--- src/rtl/mestpro_mem_arbiter_pkg.sv ---
// rtl/mestpro_mem_arbiter_pkg.sv - shared sizes, FSM encodings and port ids for the memory arbiter
// Purpose: constants shared by the arbiter top, its round-robin helper and the bench.
// Contents: ADDR_BITS, DATA_BITS, MEM_SIZE, ROM_SIZE, state_t (ST_IDLE..ST_FAULT), PORT_IF/PORT_LS.
package mestpro_mem_arbiter_pkg;

    localparam int ADDR_BITS = 8;
    localparam int DATA_BITS = 8;
    localparam int MEM_SIZE  = 128;
    localparam int ROM_SIZE  = 16;

    typedef enum logic [1:0] {
        ST_IDLE   = 2'd0,
        ST_ACCESS = 2'd1,
        ST_RESP   = 2'd2,
        ST_FAULT  = 2'd3
    } state_t;

    // Port ids double as bit positions in the request/grant vectors.
    localparam logic PORT_IF = 1'b0;
    localparam logic PORT_LS = 1'b1;

endpackage

--- src/rtl/mestpro_mem_arbiter_rr_arb2.sv ---
// rtl/mestpro_mem_arbiter_rr_arb2.sv - combinational two-way round-robin grant
// Purpose: pick one of two requesters, favouring the one not granted last.
// Ports: req[1:0] (bit0 fetch, bit1 load/store), last (port id granted last), gnt[1:0] one-hot.
module mestpro_mem_arbiter_rr_arb2 (
    input  logic [1:0] req,
    input  logic       last,
    output logic [1:0] gnt
);
    import mestpro_mem_arbiter_pkg::*;

    always_comb begin
        gnt = 2'b00;
        case (req)
            2'b01:   gnt = 2'b01;
            2'b10:   gnt = 2'b10;
            2'b11:   gnt = (last == PORT_IF) ? 2'b10 : 2'b01;
            default: gnt = 2'b00;
        endcase
    end

endmodule

--- src/rtl/mestpro_mem_arbiter.sv ---
// rtl/mestpro_mem_arbiter.sv - fetch / load-store arbiter and sequencer for the single-port memory
// Purpose: serialise fetch and load/store requests onto one memory, return one ack per transaction.
// Ports: CLK, RESET (async, active high); if_req/if_addr -> if_ack/if_rdata;
//        ls_req/ls_we/ls_addr/ls_wdata -> ls_ack/ls_rdata/ls_err;
//        mem_cs/mem_we/mem_addr/mem_wdat to the memory, mem_rdat/mem_err back from it.
module mestpro_mem_arbiter #(
    parameter int ADDR_BITS = mestpro_mem_arbiter_pkg::ADDR_BITS,
    parameter int DATA_BITS = mestpro_mem_arbiter_pkg::DATA_BITS,
    parameter int MEM_SIZE  = mestpro_mem_arbiter_pkg::MEM_SIZE,
    parameter int ROM_SIZE  = mestpro_mem_arbiter_pkg::ROM_SIZE
) (
    input  logic                 CLK,
    input  logic                 RESET,
    input  logic                 if_req,
    input  logic [ADDR_BITS-1:0] if_addr,
    output logic                 if_ack,
    output logic [DATA_BITS-1:0] if_rdata,
    input  logic                 ls_req,
    input  logic                 ls_we,
    input  logic [ADDR_BITS-1:0] ls_addr,
    input  logic [DATA_BITS-1:0] ls_wdata,
    output logic                 ls_ack,
    output logic [DATA_BITS-1:0] ls_rdata,
    output logic                 ls_err,
    output logic                 mem_cs,
    output logic                 mem_we,
    output logic [ADDR_BITS-1:0] mem_addr,
    output logic [DATA_BITS-1:0] mem_wdat,
    input  logic [DATA_BITS-1:0] mem_rdat,
    input  logic                 mem_err
);
    import mestpro_mem_arbiter_pkg::*;

    localparam logic [ADDR_BITS:0] MEM_LIMIT = MEM_SIZE[ADDR_BITS:0];
    localparam logic [ADDR_BITS:0] ROM_LIMIT = ROM_SIZE[ADDR_BITS:0];

    state_t                 state_q, state_d;
    logic                   last_q, last_d;
    logic                   cmd_port_q, cmd_port_d;
    logic                   cmd_zero_q, cmd_zero_d;   // response data forced to 0
    logic                   mem_cs_q, mem_cs_d;
    logic                   mem_we_q, mem_we_d;
    logic [ADDR_BITS-1:0]   mem_addr_q, mem_addr_d;
    logic [DATA_BITS-1:0]   mem_wdat_q, mem_wdat_d;
    logic                   if_ack_q, if_ack_d;
    logic                   ls_ack_q, ls_ack_d;
    logic                   fault_q, fault_d;
    logic [DATA_BITS-1:0]   if_hold_q, if_hold_d;
    logic [DATA_BITS-1:0]   ls_hold_q, ls_hold_d;

    logic [1:0]             gnt;
    logic [ADDR_BITS-1:0]   win_addr;
    logic                   win_oor;
    logic                   win_rom_wr;
    logic [DATA_BITS-1:0]   resp_data;

    mestpro_mem_arbiter_rr_arb2 u_arb (
        .req  ({ls_req, if_req}),
        .last (last_q),
        .gnt  (gnt)
    );

    assign win_addr   = gnt[PORT_LS] ? ls_addr : if_addr;
    assign win_oor    = ({1'b0, win_addr} >= MEM_LIMIT);
    assign win_rom_wr = gnt[PORT_LS] && ls_we && ({1'b0, win_addr} < ROM_LIMIT);

    // Registered read data arrives during RESP; out-of-range fetches and
    // rejected ROM stores return zero instead of whatever the macro drives.
    assign resp_data = cmd_zero_q ? '0 : mem_rdat;

    always_comb begin
        state_d    = state_q;
        last_d     = last_q;
        cmd_port_d = cmd_port_q;
        cmd_zero_d = cmd_zero_q;
        mem_cs_d   = 1'b0;
        mem_we_d   = 1'b0;
        mem_addr_d = mem_addr_q;
        mem_wdat_d = mem_wdat_q;
        if_ack_d   = 1'b0;
        ls_ack_d   = 1'b0;
        fault_d    = 1'b0;
        if_hold_d  = if_hold_q;
        ls_hold_d  = ls_hold_q;
        case (state_q)
            ST_IDLE: begin
                if (gnt != 2'b00) begin
                    cmd_port_d = gnt[PORT_LS];
                    cmd_zero_d = win_oor || win_rom_wr;
                    if (gnt[PORT_LS] && win_oor) begin
                        // Load/store fault: answer next cycle, never touch the memory.
                        state_d  = ST_FAULT;
                        ls_ack_d = 1'b1;
                        fault_d  = 1'b1;
                    end else begin
                        // Out-of-range fetches keep the 3-cycle slot but leave CS low.
                        state_d    = ST_ACCESS;
                        mem_cs_d   = !win_oor;
                        mem_we_d   = gnt[PORT_LS] && ls_we && !win_oor;
                        mem_addr_d = win_addr;
                        mem_wdat_d = gnt[PORT_LS] ? ls_wdata : '0;
                    end
                end
            end
            ST_ACCESS: begin
                state_d  = ST_RESP;
                if_ack_d = (cmd_port_q == PORT_IF);
                ls_ack_d = (cmd_port_q == PORT_LS);
            end
            ST_RESP: begin
                state_d = ST_IDLE;
                last_d  = cmd_port_q;
                if (cmd_port_q == PORT_LS) begin
                    ls_hold_d = resp_data;
                end else begin
                    if_hold_d = resp_data;
                end
            end
            ST_FAULT: begin
                state_d   = ST_IDLE;
                last_d    = PORT_LS;
                ls_hold_d = '0;
            end
            default: state_d = ST_IDLE;
        endcase
    end

    always_ff @(posedge CLK or posedge RESET) begin
        if (RESET) begin
            state_q    <= ST_IDLE;
            last_q     <= PORT_IF;
            cmd_port_q <= PORT_IF;
            cmd_zero_q <= 1'b0;
            mem_cs_q   <= 1'b0;
            mem_we_q   <= 1'b0;
            mem_addr_q <= '0;
            mem_wdat_q <= '0;
            if_ack_q   <= 1'b0;
            ls_ack_q   <= 1'b0;
            fault_q    <= 1'b0;
            if_hold_q  <= '0;
            ls_hold_q  <= '0;
        end else begin
            state_q    <= state_d;
            last_q     <= last_d;
            cmd_port_q <= cmd_port_d;
            cmd_zero_q <= cmd_zero_d;
            mem_cs_q   <= mem_cs_d;
            mem_we_q   <= mem_we_d;
            mem_addr_q <= mem_addr_d;
            mem_wdat_q <= mem_wdat_d;
            if_ack_q   <= if_ack_d;
            ls_ack_q   <= ls_ack_d;
            fault_q    <= fault_d;
            if_hold_q  <= if_hold_d;
            ls_hold_q  <= ls_hold_d;
        end
    end

    assign mem_cs   = mem_cs_q;
    assign mem_we   = mem_we_q;
    assign mem_addr = mem_addr_q;
    assign mem_wdat = mem_wdat_q;
    assign if_ack   = if_ack_q;
    assign ls_ack   = ls_ack_q;
    // Acks are only high during RESP/FAULT, so the data mux is a pure data path.
    assign if_rdata = if_ack_q ? resp_data : if_hold_q;
    assign ls_rdata = ls_ack_q ? (fault_q ? '0 : resp_data) : ls_hold_q;
    assign ls_err   = ls_ack_q && (fault_q || mem_err);

endmodule
--- config.mk ---
export PLATFORM = sky130hd
export DESIGN_NAME = mestpro_mem_arbiter
export DESIGN_NICKNAME = d
export VERILOG_FILES = /design/src/rtl/mestpro_mem_arbiter_pkg.sv /design/src/rtl/mestpro_mem_arbiter_rr_arb2.sv /design/src/rtl/mestpro_mem_arbiter.sv
export SDC_FILE = /design/constraint.sdc
export NUM_CORES = 1
export LEC_CHECK = 0
export CAP_MARGIN = 20
export CORE_MARGIN = 2
export CORE_UTILIZATION = 30
export CTS_CLUSTER_DIAMETER = 100
export DETAILED_ROUTE_END_ITERATION = 12
export GPL_TIMING_DRIVEN = 0
export PLACE_DENSITY = 0.67
export SETUP_SLACK_MARGIN = 0.3
export SYNTH_ARGS = -nofsm -noshare
export SYNTH_HDL_FRONTEND = slang
export SYNTH_SLANG_ARGS = --single-unit
--- constraint.sdc ---
create_clock -name CLK -period 2.85 [get_ports CLK]
set_input_delay 0.57 -clock CLK [delete_from_list [all_inputs] [get_ports CLK]]
set_output_delay 0.57 -clock CLK [all_outputs]
set_load 0.02 [all_outputs]
# Word level (Yosys, flattened, before mapping)
# Cells that the tools add are included.
# op_classes
muxes	25
n_mul	0
bitwise_logic	2
reduce_logical	16
shifts	0
add_sub_neg	0
eq_ne	8
n_div	0
n_lt_le_gt_ge	2
# ops
operator	count
two-way mux 8 bit	7
case mux 8 bit (2 select lines)	1
case mux 2 bit (3 select lines)	2
two-way mux 1 bit	10
== test 2 bit, second input constant	4
greater-or-equal comparator 8 bit, second input constant	1
< comparator 8 x 5 -> 1 bit, second input constant	1
two-way mux 2 bit	3
AND reduction 2 bit	3
logical AND 1 bit	5
== test 2 x 1 -> 1 bit, second input constant	2
inequality test 2 bit, second input constant	2
case mux 1 bit (2 select lines)	2
nonzero test 2 bit	2
AND reduction 3 bit	1
zero test 2 bit	1
logical OR 1 bit	2
inverter 1 bit	2
OR reduction 2 bit	1
zero test 1 bit	1
# totals
mem_bits_rw	0
mem_bits_ro	0
latchBits	0
n_memories	0
in_bits	38
ff_bits	42
out_inout_bits	37

# Longest topological paths before layout
# depth
depth_word	9
ltp_mapped	6

# Hierarchy
# Synthesis repeated with hierarchy kept, for this count alone.
# hier_totals
cells_unflattened	190
area_unflattened_um2	2080.7
# by_module_without_submodules
module	area_per_inst_um2	instances	cells_per_inst
mestpro_mem_arbiter	2062.0	1	187
mestpro_mem_arbiter_rr_arb2	18.8	1	3

# Worst setup path before layout
# No wires, ideal clock.
# synth_timing
path_type	register to output
from	register ls_ack_q, in the netlist ls_ack
to	output port ls_rdata[0]
arrival_ps	1326
slack_ps	954
stages_incl_launch_ff	5
path_cell_list	dfrtp_1 > clkbuf_1 > nand2b_1 > clkbuf_1 > o22ai_1
# synth_between
elab_chain_len	1
# synth_lines
item	line	text
start, declared	mestpro_mem_arbiter.sv:46	logic ls_ack_q, ls_ack_d;
start signal, assigned	mestpro_mem_arbiter.sv:153	ls_ack_q <= ls_ack_d;
two-way mux 8 bit	mestpro_mem_arbiter.sv:168	assign ls_rdata = ls_ack_q ? (fault_q ? '0 : resp_data) : ls_hold_q;
end, declared	mestpro_mem_arbiter.sv:23	output logic [DATA_BITS-1:0] ls_rdata,
# No other way between the ends.

# Final worst setup path
# layout_timing
from	input port mem_rdat[7]
to	output port if_rdata[7]
# layout_between
elab_chain_len	2
# layout_lines
item	line	text
start, declared	mestpro_mem_arbiter.sv:29	input logic [DATA_BITS-1:0] mem_rdat,
two-way mux 8 bit	mestpro_mem_arbiter.sv:69	assign resp_data = cmd_zero_q ? '0 : mem_rdat;
two-way mux 8 bit	mestpro_mem_arbiter.sv:167	assign if_rdata = if_ack_q ? resp_data : if_hold_q;
end, declared	mestpro_mem_arbiter.sv:17	output logic [DATA_BITS-1:0] if_rdata,
# No other way between the ends.

==> results.cfg <==
[place]
port_buffers = 74
gp_congestion = 0.813
placement.setup.worst_slack_ns = 0.255
place.detailed.hpwl_mm = 3.36

[critical_path]
worst_r2r_path_depth = 3
critical_path_class = in -> out
timing.critical_path.required_ns = 2.28
startpoint_type = input port
timing.critical_path.to_type = primary output
cp.arrival_ns = 1.92
cp_max_fo = 4

[floorplanning]
floorplan.initialDensity = 0.312
ioPinCount = 75
core_mm2 = 0.00639
rows = 29
die_h_um = 85.6
die_area_mm2 = 0.00732
chip_width_um = 85.6

[route]
wire_length_per_cell_um = 12.9
dr_total_vias = 1604
drt-total-wl_mm = 4.58
drt_drc_violations_left = 0
ant_nets = 0
detailedRoute.firstIterationViolations = 26
post_dr_vias_cell = 4.53
drt_first_pass_iters = 4

[final_layout]
fraction_of_final_layout_cells_with_drive_strength_greater_than_1 = 0.119
layout_commonest_cell = sky130_fd_sc_hd__clkdlybuf4s50_1
num-nets-final = 316
area_delta_synth_final_pct = 47.8
mostFrequentLayoutCells = sky130_fd_sc_hd__clkdlybuf4s50_1, sky130_fd_sc_hd__dfrtp_1, sky130_fd_sc_hd__nand2_1
antenna_cells_inserted = 0

[power]
clock_power_share = 0.128
share_seq_of_total_power = 0.337
leakage_nw = 1.43
max-vdd-ir-drop_uv = 504
power_density_mw_per_mm2 = 989
p_comb_frac = 0.535
switching_power_summed_over_all_nets_mw = 1.14
power.internal_mw = 1.78
sw_frac_of_total = 0.391

[clock_network]
cts.path.max_buffers = 2
post_cts_resized = 5
clock_sinks = 42
postCtsHoldBufs = 0
tritoncts = yes
clock_insertion_delay_worst_skew_ns = 0.29
root_buffer = sky130_fd_sc_hd__clkbuf_8
cts_inserted_buffers = 5
clk_pin_slew_worst_paths_ns = 0.07
postCtsSetupBuffers = 0
htree_num_levels = 2

[outcome]
status = completed

[sta]
grt_setup_unrepaired = no
finalCriticalPeriod_ns = 2.49
max_freq_ghz = 0.402
setup-violations-final = 0
fin_skew_ns = 0.00905
timing.final.ws_setup_ns = 0.362
final-hold-violation-count = 0
worst_pin_slew_ns = 0.876
relSlewSlack = 0.415
timing_max_transition_violations_final = 0
timing.setup.tns_ns = 0
timing.final.crit_share = 0.873

[global_route]
first_pass_grt_wire_length_mm = 7.67
grt_start_max_net_pins = 43
gr-usage-all-layers = 0.132
initial_antenna_violation_count = 0
number_of_global_route_vias_before_repair = 1604
globalRoute.totalOverflow = 0

[synthesis]
synth_warnings = 0
synth_cell_types = 27
postSynthAreaPerCell_um2 = 10.1
yosysSeqAreaShare = 0.527
post_synth_instance_area_mm2 = 0.00200
netlist_instances = 197
syn_nets = 235
ys_seq_elements = 42

[job]
maxCapViolCount = 0

[worst_hold_path]
hold_path_depth = 2
hold_class = reg -> reg
final timing paths:
check                              from           end  slack (ns)
max                         mem_rdat[7]   if_rdata[7]        0.36
min                        if_hold_q[2]  if_hold_q[2]        0.48
max reg2reg                      last_q   mem_addr[2]        1.18
min reg2reg                if_hold_q[2]  if_hold_q[2]        0.48
max in group asynchronous         RESET  if_hold_q[6]        1.51
min in group asynchronous         RESET   mem_wdat[1]        0.79
worst max-delay path, stage by stage:
cell                              delay, ns
sky130_fd_sc_hd__clkdlybuf4s50_1       0.46
sky130_fd_sc_hd__nand2b_1              0.11
sky130_fd_sc_hd__mux2i_1               0.16
sky130_fd_sc_hd__clkdlybuf4s50_1       0.62
state kept, by name (all words and copies together), names as in the netlist:
name / cells
mem_we: 1
cmd_port_q: 1
ls_ack: 1
mem_wdat: 8
last_q: 1
cmd_zero_q: 1
mem_cs: 1
mem_addr: 8
state_q: 2
ls_hold_q: 8
if_hold_q: 8
fault_q: 1
if_ack: 1
synth_stat cells:
cell type,n,share of area
sky130_fd_sc_hd__dfrtp_1,42,0.53
sky130_fd_sc_hd__nor4b_1,1,0.0044
sky130_fd_sc_hd__mux2_2,14,0.079
sky130_fd_sc_hd__o22ai_1,8,0.025
sky130_fd_sc_hd__mux2i_1,15,0.075
sky130_fd_sc_hd__buf_6,2,0.011
sky130_fd_sc_hd__o21ai_1,1,0.0025
sky130_fd_sc_hd__nand2b_1,10,0.031
sky130_fd_sc_hd__o21a_1,3,0.011
sky130_fd_sc_hd__inv_1,27,0.051
sky130_fd_sc_hd__a21oi_1,2,0.0050
sky130_fd_sc_hd__nor2_1,5,0.0094
sky130_fd_sc_hd__nand3_1,1,0.0025
sky130_fd_sc_hd__and2_1,2,0.0063
sky130_fd_sc_hd__and3_2,1,0.0038
sky130_fd_sc_hd__a21boi_2,1,0.0056
sky130_fd_sc_hd__clkbuf_1,4,0.0075
sky130_fd_sc_hd__nand2_1,30,0.056
sky130_fd_sc_hd__nor3_4,1,0.0082
sky130_fd_sc_hd__o2bb2ai_1,1,0.0044
sky130_fd_sc_hd__o21ai_0,18,0.045
sky130_fd_sc_hd__buf_2,2,0.0050
sky130_fd_sc_hd__nor3b_1,1,0.0038
sky130_fd_sc_hd__a21oi_2,1,0.0044
sky130_fd_sc_hd__a31oi_1,1,0.0031
sky130_fd_sc_hd__nand3b_1,2,0.0075
sky130_fd_sc_hd__nor2b_2,1,0.0044
per-stage QoR:
stage | hold slack [ns] | total power, mW | instance area, µm² | std cells | utilization
2_1_floorplan | 0.450 | 1.91 | 2000 | 197 | -
3_3_place_gp | 0.462 | 2.57 | 2830 | 348 | 0.444
3_5_place_dp | 0.471 | 2.60 | 2830 | 348 | 0.444
4_1_cts | 0.487 | 2.98 | 2920 | 354 | 0.457
5_1_grt | 0.507 | 3.13 | 2950 | 354 | 0.462
6_report | 0.481 | 2.92 | 2950 | 354 | 0.462
kinds of logic (layout without fill, tap and decap cells):
logic type             after synthesis  after routing  synth area share
and+or+nand+nor                     55             55             0.138
muxes                               29             29             0.154
DFF                                 42             42             0.527
AOI/OAI and AO/OA                   36             36             0.107
buffers and inverters               35            115            0.0746
final cells by class:
type                            instances  area [µm²]
Fill cell                             655        3440
Sequential cell                        42        1050
Multi-Input combinational cell        120         796
Timing Repair Buffer                   74         771
Inverter                               27         101
Tap cell                               77        96.3
Clock buffer                            6        82.6
Buffer                                  8        51.3
metal layers:
| layer | vias up | GRT usage | part of all wire | wire [µm] |
|---|---|---|---|---|
| met5 | - | 0 | 0 | 0 |
| met4 | 0 | 0.0332 | 0.013 | 59 |
| met3 | 7 | 0.0577 | 0.10 | 459 |
| met2 | 64 | 0.210 | 0.44 | 2010 |
| met1 | 727 | 0.165 | 0.45 | 2050 |
| li1 | 806 | - | - | - |
power groups by stage:
| stage | clock network, mW | logic [mW] | registers, mW |
|---|---|---|---|
| 2_1_floorplan | 0 | 0.785 | 1.13 |
| 3_3_place_gp | 0 | 1.59 | 0.989 |
| 3_5_place_dp | 0 | 1.61 | 0.992 |
| 4_1_cts | 0.389 | 1.60 | 0.986 |
| 5_1_grt | 0.413 | 1.70 | 1.02 |
| 6_report | 0.373 | 1.56 | 0.983 |
Power figures use the tool's default switching activity.
